**config.mk**
```make
export PLATFORM = sky130hd
export DESIGN_NAME = fifo_stream_reader
export DESIGN_NICKNAME = d
export VERILOG_FILES = /design/src/rtl/fifo_pkg.sv /design/src/rtl/fifo_stream_reader_skid.sv /design/src/rtl/fifo_stream_reader.sv
export SDC_FILE = /design/constraint.sdc
export NUM_CORES = 1
export LEC_CHECK = 0
export ABC_AREA = 1
export CORE_MARGIN = 2
export CORE_UTILIZATION = 50
export DETAILED_ROUTE_END_ITERATION = 12
export DONT_BUFFER_PORTS = 1
export SYNTH_ARGS = -nofsm -noshare
export SYNTH_HDL_FRONTEND = slang
export SYNTH_SLANG_ARGS = --single-unit
```
**constraint.sdc**
```tcl
create_clock -name clk -period 4.85 [get_ports clk]
set_input_delay 1.2125 -clock clk [delete_from_list [all_inputs] [get_ports clk]]
set_output_delay 1.2125 -clock clk [all_outputs]
set_load 0.02 [all_outputs]
```
**src/rtl/fifo_pkg.sv**
```systemverilog
// Shared defaults and occupancy encoding for the FIFO stream reader.
// Imported by the skid buffer and the reader top level.
package fifo_pkg;

  localparam int DATA_WIDTH_DEF = 8;
  localparam int CNT_WIDTH_DEF  = 16;

  typedef enum logic [1:0] {
    OCC_EMPTY = 2'd0,
    OCC_ONE   = 2'd1,
    OCC_TWO   = 2'd2
  } occ_e;

endpackage

```
**src/rtl/fifo_stream_reader_skid.sv**
```systemverilog
// Two-entry head/tail skid buffer with occupancy state.
// Ports: clk, rst, capture/din (word arriving), pop (head consumed),
//        valid (registered, head present), dout (head), occ (fill level).
module fifo_stream_reader_skid
  import fifo_pkg::*;
#(
  parameter int DATA_WIDTH = DATA_WIDTH_DEF
) (
  input  logic                  clk,
  input  logic                  rst,
  input  logic                  capture,
  input  logic                  pop,
  input  logic [DATA_WIDTH-1:0] din,
  output logic                  valid,
  output logic [DATA_WIDTH-1:0] dout,
  output occ_e                  occ
);

  occ_e                  occ_q;
  occ_e                  occ_n;
  logic [DATA_WIDTH-1:0] head_q;
  logic [DATA_WIDTH-1:0] head_n;
  logic [DATA_WIDTH-1:0] tail_q;
  logic [DATA_WIDTH-1:0] tail_n;
  logic                  valid_q;

  always_ff @(posedge clk) begin
    if (rst) begin
      occ_q   <= OCC_EMPTY;
      head_q  <= '0;
      tail_q  <= '0;
      valid_q <= 1'b0;
    end else begin
      occ_q   <= occ_n;
      head_q  <= head_n;
      tail_q  <= tail_n;
      valid_q <= (occ_n != OCC_EMPTY);
    end
  end

  // A new word lands in the head if the buffer is empty after this
  // cycle's pop, otherwise in the tail; a pop from TWO shifts tail up.
  always_comb begin
    occ_n  = occ_q;
    head_n = head_q;
    tail_n = tail_q;
    unique case (occ_q)
      OCC_EMPTY: begin
        if (capture) begin
          head_n = din;
          occ_n  = OCC_ONE;
        end
      end
      OCC_ONE: begin
        if (pop && !capture) begin
          occ_n = OCC_EMPTY;
        end else if (!pop && capture) begin
          tail_n = din;
          occ_n  = OCC_TWO;
        end else if (pop && capture) begin
          head_n = din;
        end
      end
      OCC_TWO: begin
        if (pop) begin
          head_n = tail_q;
          if (capture) begin
            tail_n = din;
          end else begin
            occ_n = OCC_ONE;
          end
        end
      end
      default: begin
        occ_n = OCC_EMPTY;
      end
    endcase
  end

  assign valid = valid_q;
  assign dout  = head_q;
  assign occ   = occ_q;

endmodule

```
**src/rtl/fifo_stream_reader.sv**
```systemverilog
// Drains a 1-cycle-latency synchronous FIFO into a valid/ready stream.
// Ports: clk, rst, fifo_empty/fifo_r_en/fifo_data (FIFO read side),
//        m_valid/m_ready/m_data (stream), xfer_count (transfers).
module fifo_stream_reader
  import fifo_pkg::*;
#(
  parameter int DATA_WIDTH = DATA_WIDTH_DEF,
  parameter int CNT_WIDTH  = CNT_WIDTH_DEF
) (
  input  logic                  clk,
  input  logic                  rst,
  input  logic                  fifo_empty,
  output logic                  fifo_r_en,
  input  logic [DATA_WIDTH-1:0] fifo_data,
  output logic                  m_valid,
  input  logic                  m_ready,
  output logic [DATA_WIDTH-1:0] m_data,
  output logic [CNT_WIDTH-1:0]  xfer_count
);

  occ_e                 occ;
  logic                 inflight;
  logic                 pop;
  logic [2:0]           level;
  logic [CNT_WIDTH-1:0] cnt_q;

  assign pop = m_valid & m_ready;

  // Words held or owed after this edge; the m_ready path through pop
  // is what lets a read issue every cycle while the consumer drains.
  assign level = {1'b0, occ} + {2'b00, inflight} - {2'b00, pop};

  assign fifo_r_en = !rst && !fifo_empty && (level <= 3'd1);

  always_ff @(posedge clk) begin
    if (rst) begin
      inflight <= 1'b0;
      cnt_q    <= '0;
    end else begin
      inflight <= fifo_r_en & !fifo_empty;
      if (pop) begin
        cnt_q <= cnt_q + CNT_WIDTH'(1);
      end
    end
  end

  fifo_stream_reader_skid #(
    .DATA_WIDTH(DATA_WIDTH)
  ) u_skid (
    .clk    (clk),
    .rst    (rst),
    .capture(inflight),
    .pop    (pop),
    .din    (fifo_data),
    .valid  (m_valid),
    .dout   (m_data),
    .occ    (occ)
  );

  assign xfer_count = cnt_q;

endmodule
```
# ---- Yosys cells after proc, flatten, opt, wreduce, memory -nomap -nowiden
# Index checks and enable logic that the tools add are counted.
dict set report totals {
  register_bits 36
  in_bits 12
  output_inout_bits 26
  elab_cells 52
}
dict set report classes {
  n_addsub 3
  n_lt_le_gt_ge 1
  eq_ne 9
  n_mux 16
  bitwise_logic 2
  reduce_logical 15
}
# operator n
set ops {}
lappend ops {{$mux 8} 8}
lappend ops {{$pmux 8 s3} 1}
lappend ops {{$add 16x1->16 const B} 1}
lappend ops {{$pmux 8 s2} 1}
lappend ops {{$mux 2} 5}
lappend ops {{$ne 2x2->1 const B} 5}
lappend ops {{$pmux 2 s3} 1}
lappend ops {{$reduce_and 6->1} 1}
lappend ops {{$logic_and 1x1->1} 5}
lappend ops {{$reduce_and 5->1} 1}
lappend ops {{$logic_not 1->1} 4}
lappend ops {{$ne 2x1->1 const B} 2}
lappend ops {{$reduce_bool 2->1} 2}
lappend ops {{$add 2x1->3} 1}
lappend ops {{$le 3x1->1 const B} 1}
lappend ops {{$reduce_bool 3->1} 1}
lappend ops {{$sub 3x1->3} 1}
lappend ops {{$and 1x1->1} 2}
lappend ops {{$eq 2x1->1 const B} 1}
lappend ops {{$eq 2x2->1 const B} 1}
lappend ops {{$logic_not 2->1} 1}

# ---- Longest topological paths before layout
# Gate-level depths: netlist (run 1).
dict set report depth {
  word_depth 7
  mapped_depth 9
  mapped_depth_nobuf 9
}

# ---- Cells and area by module
# From an unflattened synthesis (run 1), not the netlist that was laid out.
dict set report unflattened {
  hier_cells 294
  area_unflattened_um2 1974.4
}
# module n_inst cells_each area_each_um2 seq_area_each_um2
set by_module_without_submodules {}
lappend by_module_without_submodules {fifo_stream_reader_skid 1 151 1007.2 380.4}
lappend by_module_without_submodules {fifo_stream_reader 1 143 967.2 340.3}

# ---- Least setup slack after synthesis (run 1)
# OpenSTA, ideal clock, no wires.
dict set report synth_timing {
  path_type {input-to-output}
  startpoint {input port m_ready}
  endpoint {output port fifo_r_en}
  t_arrival_ns 3.012
  t_required_ns 3.638
  slack_ns 0.625
  stages 9
  n_path_buf 0
  path_cell_list {nand2_2 nor2_1 inv_1 nand2_1 ha_1 inv_1 fa_1 inv_1 nor4_1}
}
dict set report synth_between {
  elab_chain_cells 4
}
# item line_no
set synth_lines {}
lappend synth_lines {{from (decl)} fifo_stream_reader.sv:16} ;# input logic m_ready,
lappend synth_lines {{$and 1x1->1} fifo_stream_reader.sv:27} ;# assign pop = m_valid & m_ready;
lappend synth_lines {{$sub 3x1->3} fifo_stream_reader.sv:31} ;# assign level = {1'b0, occ} + {2'b00, inflight} - {2'b00, pop};
lappend synth_lines {{$le 3x1->1} fifo_stream_reader.sv:33} ;# assign fifo_r_en = !rst && !fifo_empty && (level <= 3'd1);
lappend synth_lines {{$logic_and 1x1->1} fifo_stream_reader.sv:33}
lappend synth_lines {{to (decl)} fifo_stream_reader.sv:13} ;# output logic fifo_r_en,
# No other way between the ends.

# ---- Worst setup path after layout (run 1)
# Ends and elaborated chain as after synthesis.

==> metrics.md, run 1 <==
| Metric | Value |
|---|---|
| Status | `complete, no violations` |
| Worst VDD drop | `164.4 µV` |
| Final cell count without fillers | `300` |
| Port buffer count | `0` |
| Min-Delay Path Class | `register to register` |
| Rows | `21` |
| R2r startpoint | `u_skid.valid` |
| R2r setup slk | `2800 ps` |
| Post-CTS Hold Buffers | `0` |
| Clock Path Buffers | `2` |
| M1 WL | `1474 µm` |
| Vias in the first global route | `1384` |
| Skew final | `8.576 ps` |
| GPL Wtd Cong | `0.7431` |
| DP Wirelength | `2695 µm` |
| DR pass1 iterations | `4` |
| Initial Utilization | `52.46%` |
| Final Hold Viols | `0` |
| Sink Count | `36` |
| Clock-pin slew on the worst setup and hold paths | `90 ps` |
| WP data required | `3640 ps` |
| Ratio of cells with drive above 1 in the final layout | `11.81%` |
| Hold Path End | `u_skid.tail_q[0]` |
| Slew margin rel. | `48.67%` |
| Top-area cell type share of the netlist area | `41.17%` |
| Nature of the critical path endpoint | `primary output` |
| Worst setup path startpoint | `m_ready` |
| CP max FO | `10` |
| Fmax | `0.2461 GHz` |
| Resized Gates After CTS | `0` |
| NumNets Final | `269` |
| DRT antenna net count | `0` |
| Reg2Reg Capture Point | `inflight` |
| Synth Register Bits | `36` |
| N_diodes | `0` |
| Grt total ovfl | `0` |
| Kind of critical path | `input pin to primary output` |
| Post-Route WL | `3640 µm` |
| FF-to-FF path depth | `9` |
| Pleak | `0.7820 nW` |
| Min-delay src | `u_skid.tail_q[0]` |
| Mapped cell area | `1750 µm²` |
| Area of the core | `3337 µm²` |
| Routed WL per cell | `12.13 µm` |
| Synthesized Nets | `265` |
| WL met3 | `roughly 260 µm` |
| Setup bufs post-CTS | `0` |
| Htree depth | `2` |
| Metal2 WL | `~1900 µm` |
| Setup TNS | `0 ps` |
| Cell taking the most area after synthesis | `dfxtp_1` |
| Sequential fraction of the synthesis area | `approximately 40%` |
| Initial antenna violation count | `0` |
| Inserted Clock Buffers | `5` |
| DRC Markers | `0` |
| Synth warn | `0` |
| Hold path depth | `2` |
| Mapped Cells | `250` |
| Final setup vio count | `0` |
| Top Metal Used | `met4` |
| Power Density | `320.1 nW/µm²` |
| Top cells by area, synth | `dfxtp_1, nor2_1, nand2_1, o21ai_0, inv_1` |
| Clock Latency Late Sink | `~330 ps` |
| Actual slew at the worst max-slew pin | `between 700 and 800 ps` |
| Max-slew violations | `0` |
| CTS tree | `done` |
| Min Clock Period, post-route | `4064 ps` |
| Routed vias | `~1500` |
| First-pass GRT wire length | `just over 6000 µm` |
| Count of different cell masters after synthesis | `27` |
| Critical path launch point type | `input pin` |
| Gr usage total | `19.39%` |
| Avg Cell Area, Syn | `7.002 µm²` |
| Die height | `approximately 63 µm` |
| Die X | `63.17 µm` |
| RSZ-0062 raised after global routing | `no` |
| Die area | `about 4000 µm²` |
| I/O pins | `38` |
| Crit share post-route | `83.79%` |
| Clock Tree Root | `clkbuf_4` |
| Dpl cells | `293` |
| Arr. time, crit path | `2850 ps` |
| Via-per-instance ratio | `5.150` |
| Detailed Route Iter0 Violations | `65` |
| Layout area overhead | `6.362%` |
| Largest net degree at the start of global routing | `30` |
| Max-Cap Viols | `0` |
per-layer routing:
| layer | vias to the layer above | GRT usage, % |
|---|---|---|
| met2 | 42 | 34.71 |
| met4 | 0 | 8.967 |
| met5 | - | 0 |
| li1 | 799 | - |
| met3 | 6 | 6.607 |
| met1 | 698 | 20.36 |
placed cells by master, fill, tap and decap left out, types with 5 or more instances in the layout:
cell / n
clkbuf_4: 5
nor2_1: 57
o21ai_0: 20
nand2_1: 56
inv_1: 20
dfxtp_1: 36
nand3_1: 8
nand2_2: 6
a21oi_1: 11
through the flow:
step / total power [W] / hold slack (ps) / cell area (µm²) / utilization, % / setup slack (ps)
5_1_grt: 0.0006297 / 524.8 / 1862 / 55.79 / 637.8
3_5_place_dp: 0.0004274 / 476.9 / 1797 / 53.84 / 798.3
6_report: 0.0005960 / 493.4 / 1862 / 55.79 / 786.4
2_1_floorplan: 0.0004103 / 453.4 / 1750 / - / 625.2
4_1_cts: 0.0006040 / 497.7 / 1862 / 55.79 / 782.1
3_3_place_gp: 0.0004238 / 463.5 / 1797 / 53.84 / 841.8
Yosys cell counts:
master	number
clkinv_4	1
clkbuf_1	1
nand4_1	2
buf_2	3
inv_2	4
fa_1	1
nor3_1	2
o21a_1	2
nand3_2	3
ha_1	2
a21oi_1	11
nor4_1	2
nor2_2	1
nand3_1	8
nand2_4	2
nor2_8	1
nand2_2	6
nand2_1	56
o21ai_1	1
o21bai_1	1
inv_1	20
a31oi_1	1
dfxtp_1	36
xor2_1	2
nor2_4	4
o21ai_0	20
nor2_1	57
worst max-delay path, stage by stage:
cell and delay, ps:
nand2_2 140, nor2_1 230, inv_1 80, nand2_1 70
ha_1 140, inv_1 50, fa_1 470, inv_1 50
nor4_1 220, buf_4 190
registers in the layout, summed over array words and instances (netlist names):
| signal | cells |
|---|---|
| inflight | 1 |
| u_skid.dout | 8 |
| u_skid.occ | 2 |
| u_skid.tail_q | 8 |
| u_skid.valid | 1 |
| xfer_count | 16 |
power breakdown:
| group | switching (W) | internal [W] |
|---|---|---|
| logic | 0.0000480 | 0.0000245 |
| clock network | 0.0000940 | 0.0000822 |
| registers | 0.0000327 | 0.000315 |
| total | 0.000175 | 0.000421 |
logic make-up after synthesis:
family                     after synthesis  synth area share (%)
xor gates and xnor gates                 2                 1.001
buffers and inverters                   29                 6.718
adders and majority gates                3                 2.573
DFF                                     36                 41.17
and+or+nand+nor                        144                 37.74
AOI/OAI and AO/OA                       36                 10.79
layout make-up:
type	count	area, µm²
multi-input combinational	185	912.1
tap	46	57.56
fill	333	1475
inverter	25	98.84
timing repair buffer	1	7.507
sequential	36	720.7
clock buffer	7	65.06
how the worst max path moves through the flow:
stage | slack [ps] | depth (start not counted) | to
3_3_place_gp | 840 | 10 | fifo_r_en
6_report | 790 | 10 | fifo_r_en
3_5_place_dp | 800 | 10 | fifo_r_en
4_1_cts | 780 | 10 | fifo_r_en
2_1_floorplan | 630 | 9 | fifo_r_en
5_1_grt | 640 | 10 | fifo_r_en
(Power assumes the default switching activity.)
==> run 2, diff against run 1 <==
Settings changed: PLACE_DENSITY set to 0.68.
Clock period 4.85 ns to 3.55 ns, I/O delays scaled along.
==> metrics.md, run 2 (synthesis gave the netlist of run 1 again) <==
| Metric | Value |
|---|---|
| First-pass GRT wire length | `5961 µm` |
| CP dominant cell by count | `inv_1` |
| N_diodes | `0` |
| Area of the core | `3337 µm²` |
| Die area | `between 3000 and 4000 µm²` |
| Setup TNS | `0 ps` |
| Switching share of total power | `29.38%` |
| Worst-path cell chain | `nand2_2, nor2_1, inv_1, nand2_1, ha_1, inv_1, fa_1, inv_1, nor4_2, buf_4` |
| Combinational Power Share | `11.7%` |
| Pleak | `0.7909 nW` |
| DP Wirelength | `2369 µm` |
| Crit-path max cell delay | `480 ps` |
| GPL Wtd Cong | `0.7928` |
| Min-Delay Path Class | `register to register` |
| WP data required | `2660 ps` |
| Min-delay src | `u_skid.tail_q[7]` |
| Fmax | `between 0.3 and 0.4 GHz` |
| Critical path launch point type | `register` |
| Arr. time, crit path | `approximately 2400 ps` |
| I/O pins | `38` |
| CTS tree | `done` |
| Sink Count | `36` |
| DRC Markers | `0` |
| Post-Route WL | `around 3400 µm` |
| Grt total ovfl | `0` |
| R2r setup slk | `1640 ps` |
| Power Density | `458.3 nW/µm²` |
| Status | `complete, no violations` |
| Max-slew violations | `0` |
| Post-CTS Hold Buffers | `0` |
| Sequential fraction of design power | `54.7%` |
| Fillcell total | `350` |
| RSZ-0062 raised after global routing | `no` |
| Ratio of cells with drive above 1 in the final layout | `between 10% and 20%` |
| Clock Path Buffers | `2` |
| Max reg flops | `16` |
| Die height | `63.17 µm` |
| Crit share post-route | `about nine tenths` |
| Max-Cap Viols | `0` |
| Resized Gates After CTS | `0` |
| Hold path depth | `2` |
| R2r startpoint | `u_skid.valid` |
| Final Hold Viols | `0` |
| Initial Utilization | `around 52%` |
| Clock-pin slew on the worst setup and hold paths | `110 ps` |
| Actual slew at the worst max-slew pin | `about 760 ps` |
| Nature of the critical path endpoint | `primary output` |
| Slew margin rel. | `between 40% and 50%` |
| Worst VDD drop | `294.5 µV` |
| Net load switching power | `between 0.0002 and 0.0003 W` |
| Post-layout util | `between 50% and 60%` |
| Min Clock Period, post-route | `3248 ps` |
| Most frequent cells in the layout | `nor2_1, nand2_1, dfxtp_1` |
| Reg2Reg Capture Point | `inflight` |
| Port buffer count | `0` |
| Final setup vio count | `0` |
| Hold_ws | `494.6 ps` |
| Die X | `63.17 µm` |
| Skew final | `11.39 ps` |
| Htree depth | `2` |
| Vias in the first global route | `1403` |
| Layout area overhead | `8.006%` |
| FF-to-FF path depth | `9` |
| Placed cell areas | `1810 µm²` |
| Inserted Clock Buffers | `5` |
| Seq. cell area | `720.7 µm²` |
| Internal power | `0.0006119 W` |
| DR pass1 iterations | `4` |
| Kind of critical path | `register to primary output` |
| Via-per-instance ratio | `5.053` |
| DRT antenna net count | `0` |
| Fin area | `1891 µm²` |
| Routed vias | `1526` |
| Initial antenna violation count | `0` |
| Commonest non-fill, non-tap cell in the layout | `nor2_1` |
| Rows | `21` |
| Setup bufs post-CTS | `0` |
| Largest net degree at the start of global routing | `30` |
| Gr usage total | `19.05%` |
| Detailed Route Iter0 Violations | `about 80` |
| Routed WL per cell | `between 10 and 15 µm` |
| Clock Power Share | `between 30% and 40%` |
| Clock Latency Late Sink | `350 ps` |
| Hold Path End | `u_skid.tail_q[7]` |
| Multi-input logic area | `918.4 µm²` |
| Critical-path top delay cell | `dfxtp_1` |
| NumNets Final | `270` |
| Clock Tree Root | `clkbuf_4` |
| CP max FO | `4` |
-- run 2: metrics by stage --
stage	power, W	instances	setup slack [ps]
finish	0.0008664	302	301.7
global route	0.0009127	302	166.3
CTS	0.0008767	302	267.0
detailed placement	0.0005847	294	298.5
global placement	0.0005837	294	336.4
floorplan	0.0005619	250	195.3
-- run 2: worst max path at each step --
| stage | startpoint | to | depth (start not counted) |
|---|---|---|---|
| after CTS | u_skid.valid | fifo_r_en | 10 |
| after floorplan | m_ready | fifo_r_en | 9 |
| after detailed placement | m_ready | fifo_r_en | 10 |
| final | u_skid.valid | fifo_r_en | 10 |
| after global placement | m_ready | fifo_r_en | 10 |
| after global routing | u_skid.valid | fifo_r_en | 10 |
-- run 2: power groups by stage --
stage                     logic (W)  clock network, W  registers (W)
after floorplan           0.0000838                 0       0.000478
after global placement     0.000101                 0       0.000483
after detailed placement   0.000102                 0       0.000483
after CTS                  0.000102          0.000300       0.000474
after global routing       0.000117          0.000318       0.000478
final                      0.000101          0.000292       0.000474
-- run 2: area by class of cell --
class / instances / share of cell area, %
Timing Repair Buffer: 2 / 0.7942
Sequential cell: 36 / 38.12
Multi-Input combinational cell: 185 / 48.58
Tap cell: 46 / 3.044
Clock inverter: 3 / 2.250
Inverter: 25 / 5.228
Clock buffer: 5 / 1.985
-- run 2: per-layer routing --
layer / GRT usage, % / part of all wire (%)
met4: 8.152 / 1.8
met1: 20.83 / 43
met3: 8.036 / 7.0
met5: 0 / 0
met2: 32.31 / 48
-- run 2: critical path: cells and delay by family, from the launching register on --
kind                       cells  cell delay [ps]
adders and majority gates      2              600
and+or+nand+nor                4              570
DFF                            1              480
buffers and inverters          4              370
==> run 3, diff against run 2 <==
Settings changed: PLACE_DENSITY 0.68 to unset.
Clock period 3.55 ns to 3.9 ns, I/O delays scaled along.
==> metrics.md, run 3 (synthesis gave the netlist of run 1 again) <==
| Metric | Value |
|---|---|
| Routed vias | `1536` |
| Clock Tree Root | `clkbuf_4` |
| Max reg flops | `16` |
| Die area | `3990 µm²` |
| RSZ-0062 raised after global routing | `no` |
| Largest net degree at the start of global routing | `30` |
| Setup TNS | `0 ps` |
| N_diodes | `0` |
| Clock Power Share | `between 20 and 30%` |
| Fmax | `0.2759 GHz` |
| Min-delay src | `u_skid.tail_q[6]` |
| Nature of the critical path endpoint | `primary output` |
| Die height | `63.17 µm` |
| Gr usage total | `about a fifth` |
| Min Clock Period, post-route | `3624 ps` |
| Clock-pin slew on the worst setup and hold paths | `100 ps` |
| Grt total ovfl | `0` |
| Clock Path Buffers | `2` |
| Hold path depth | `2` |
| Reg2Reg Capture Point | `inflight` |
| Net load switching power | `0.0002252 W` |
| Fillcell total | `343` |
| Post-Route WL | `3690 µm` |
| Sink Count | `36` |
| Inserted Clock Buffers | `5` |
| Switching share of total power | `between 30% and 40%` |
| Slew margin rel. | `48.59%` |
| Most frequent cells in the layout | `nor2_1, nand2_1, dfxtp_1` |
| WP data required | `2920 ps` |
| R2r setup slk | `~1800 ps` |
| DRC Markers | `0` |
| Hold Path End | `u_skid.tail_q[6]` |
| Seq. cell area | `approximately 720 µm²` |
| NumNets Final | `269` |
| Worst VDD drop | `221.6 µV` |
| Combinational Power Share | `12.4%` |
| Via-per-instance ratio | `about 5` |
| Sequential fraction of design power | `58.7%` |
| Initial Utilization | `approximately 52%` |
| Initial antenna violation count | `0` |
| Dpl cells | `293` |
| Detailed Route Iter0 Violations | `70` |
| DR pass1 iterations | `4` |
| Max-slew violations | `0` |
| Fin area | `between 1500 and 2000 µm²` |
| Resized Gates After CTS | `0` |
| DRT antenna net count | `0` |
| Min-Delay Path Class | `register to register` |
| Ratio of cells with drive above 1 in the final layout | `11.37%` |
| Post-CTS Hold Buffers | `0` |
| I/O pins | `38` |
| Setup bufs post-CTS | `0` |
| Skew final | `2.617 ps` |
| Hold_ws | `498.1 ps` |
| Pleak | `0.7772 nW` |
| Max-Cap Viols | `0` |
| Final cell count without fillers | `301` |
| GPL Wtd Cong | `between 0.7 and 0.8` |
| FF-to-FF path depth | `9` |
| Post-layout util | `a little under three fifths` |
| First-pass GRT wire length | `between 6000 and 7000 µm` |
| Power Density | `396.5 nW/µm²` |
| Final Hold Viols | `0` |
| Crit share post-route | `92.92%` |
| Status | `complete, no violations` |
| Placed cell areas | `1797 µm²` |
| R2r startpoint | `u_skid.valid` |
| Multi-input logic area | `between 900 and 1000 µm²` |
| Critical path launch point type | `input pin` |
| CP max FO | `10` |
| Final setup vio count | `0` |
| Internal power | `0.0005106 W` |
| Actual slew at the worst max-slew pin | `770.4 ps` |
| Port buffer count | `0` |
| Kind of critical path | `input pin to primary output` |
| CTS tree | `done` |
| Htree depth | `2` |
| Area of the core | `3337 µm²` |
| DP Wirelength | `2718 µm` |
| Vias in the first global route | `1502` |
| Arr. time, crit path | `about 2700 ps` |
| Clock Latency Late Sink | `340 ps` |
| Commonest non-fill, non-tap cell in the layout | `nor2_1` |
| Layout area overhead | `6.004%` |
| Rows | `21` |
| Die X | `63.17 µm` |
| Routed WL per cell | `12.26 µm` |
## run 3: cell count changes in the layout (fill, tap and decap cells not counted)
cell	previous run	this run
clkinvlp_4	1	0
nor4_2	1	0
clkinv_2	1	0
clkbuf_8	0	1
clkbuf_1	0	2
bufinv_16	1	0
buf_4	2	1
nor4_1	1	2
## run 3: worst max path at each step
| stage | from | endpoint | slack (ps) | cells after the start |
|---|---|---|---|---|
| after floorplan | m_ready | fifo_r_en | 150 | 9 |
| after global placement | m_ready | fifo_r_en | 360 | 10 |
| after detailed placement | m_ready | fifo_r_en | 270 | 10 |
| after CTS | m_ready | fifo_r_en | 260 | 10 |
| after global routing | m_ready | fifo_r_en | 150 | 10 |
| final | m_ready | fifo_r_en | 280 | 10 |
## run 3: through the flow
step / setup slack [ps] / power [W]
finish: 276.0 / 0.0007358
CTS: 255.0 / 0.0007438
global placement: 360.6 / 0.0005269
floorplan: 150.2 / 0.0005102
detailed placement: 267.3 / 0.0005314
global route: 151.8 / 0.0007754
## run 3: metal layers
layer	share of wire (%)	routed length [µm]	GRT usage (%)	up-vias
li1	-	-	-	798
met1	41	1523	20.70	705
met2	52	1932	37.23	29
met3	5.4	198	7.143	4
met4	0.98	36	5.978	0
met5	0	0	0	-
## run 3: cell type report
type / instances / area share, %
Tap cell: 46 / 3.102
Sequential cell: 36 / 38.84
Inverter: 25 / 5.327
Timing Repair Buffer: 1 / 0.4046
Clock buffer: 8 / 3.169
Multi-Input combinational cell: 185 / 49.16
## run 3: worst max-delay path, cell delays in order
cell	delay [ps]
nand2_2	140
nor2_1	230
inv_1	90
nand2_1	80
ha_1	140
inv_1	50
fa_1	470
inv_1	50
nor4_1	230
buf_4	190
## run 3: power groups by stage
stage               Clock, W  Sequential [W]  Combinational (W)
finish              0.000213        0.000432          0.0000909
floorplan                  0        0.000435          0.0000750
global route        0.000235        0.000435           0.000106
CTS                 0.000220        0.000432          0.0000916
global placement           0        0.000439          0.0000877
detailed placement         0        0.000440          0.0000911
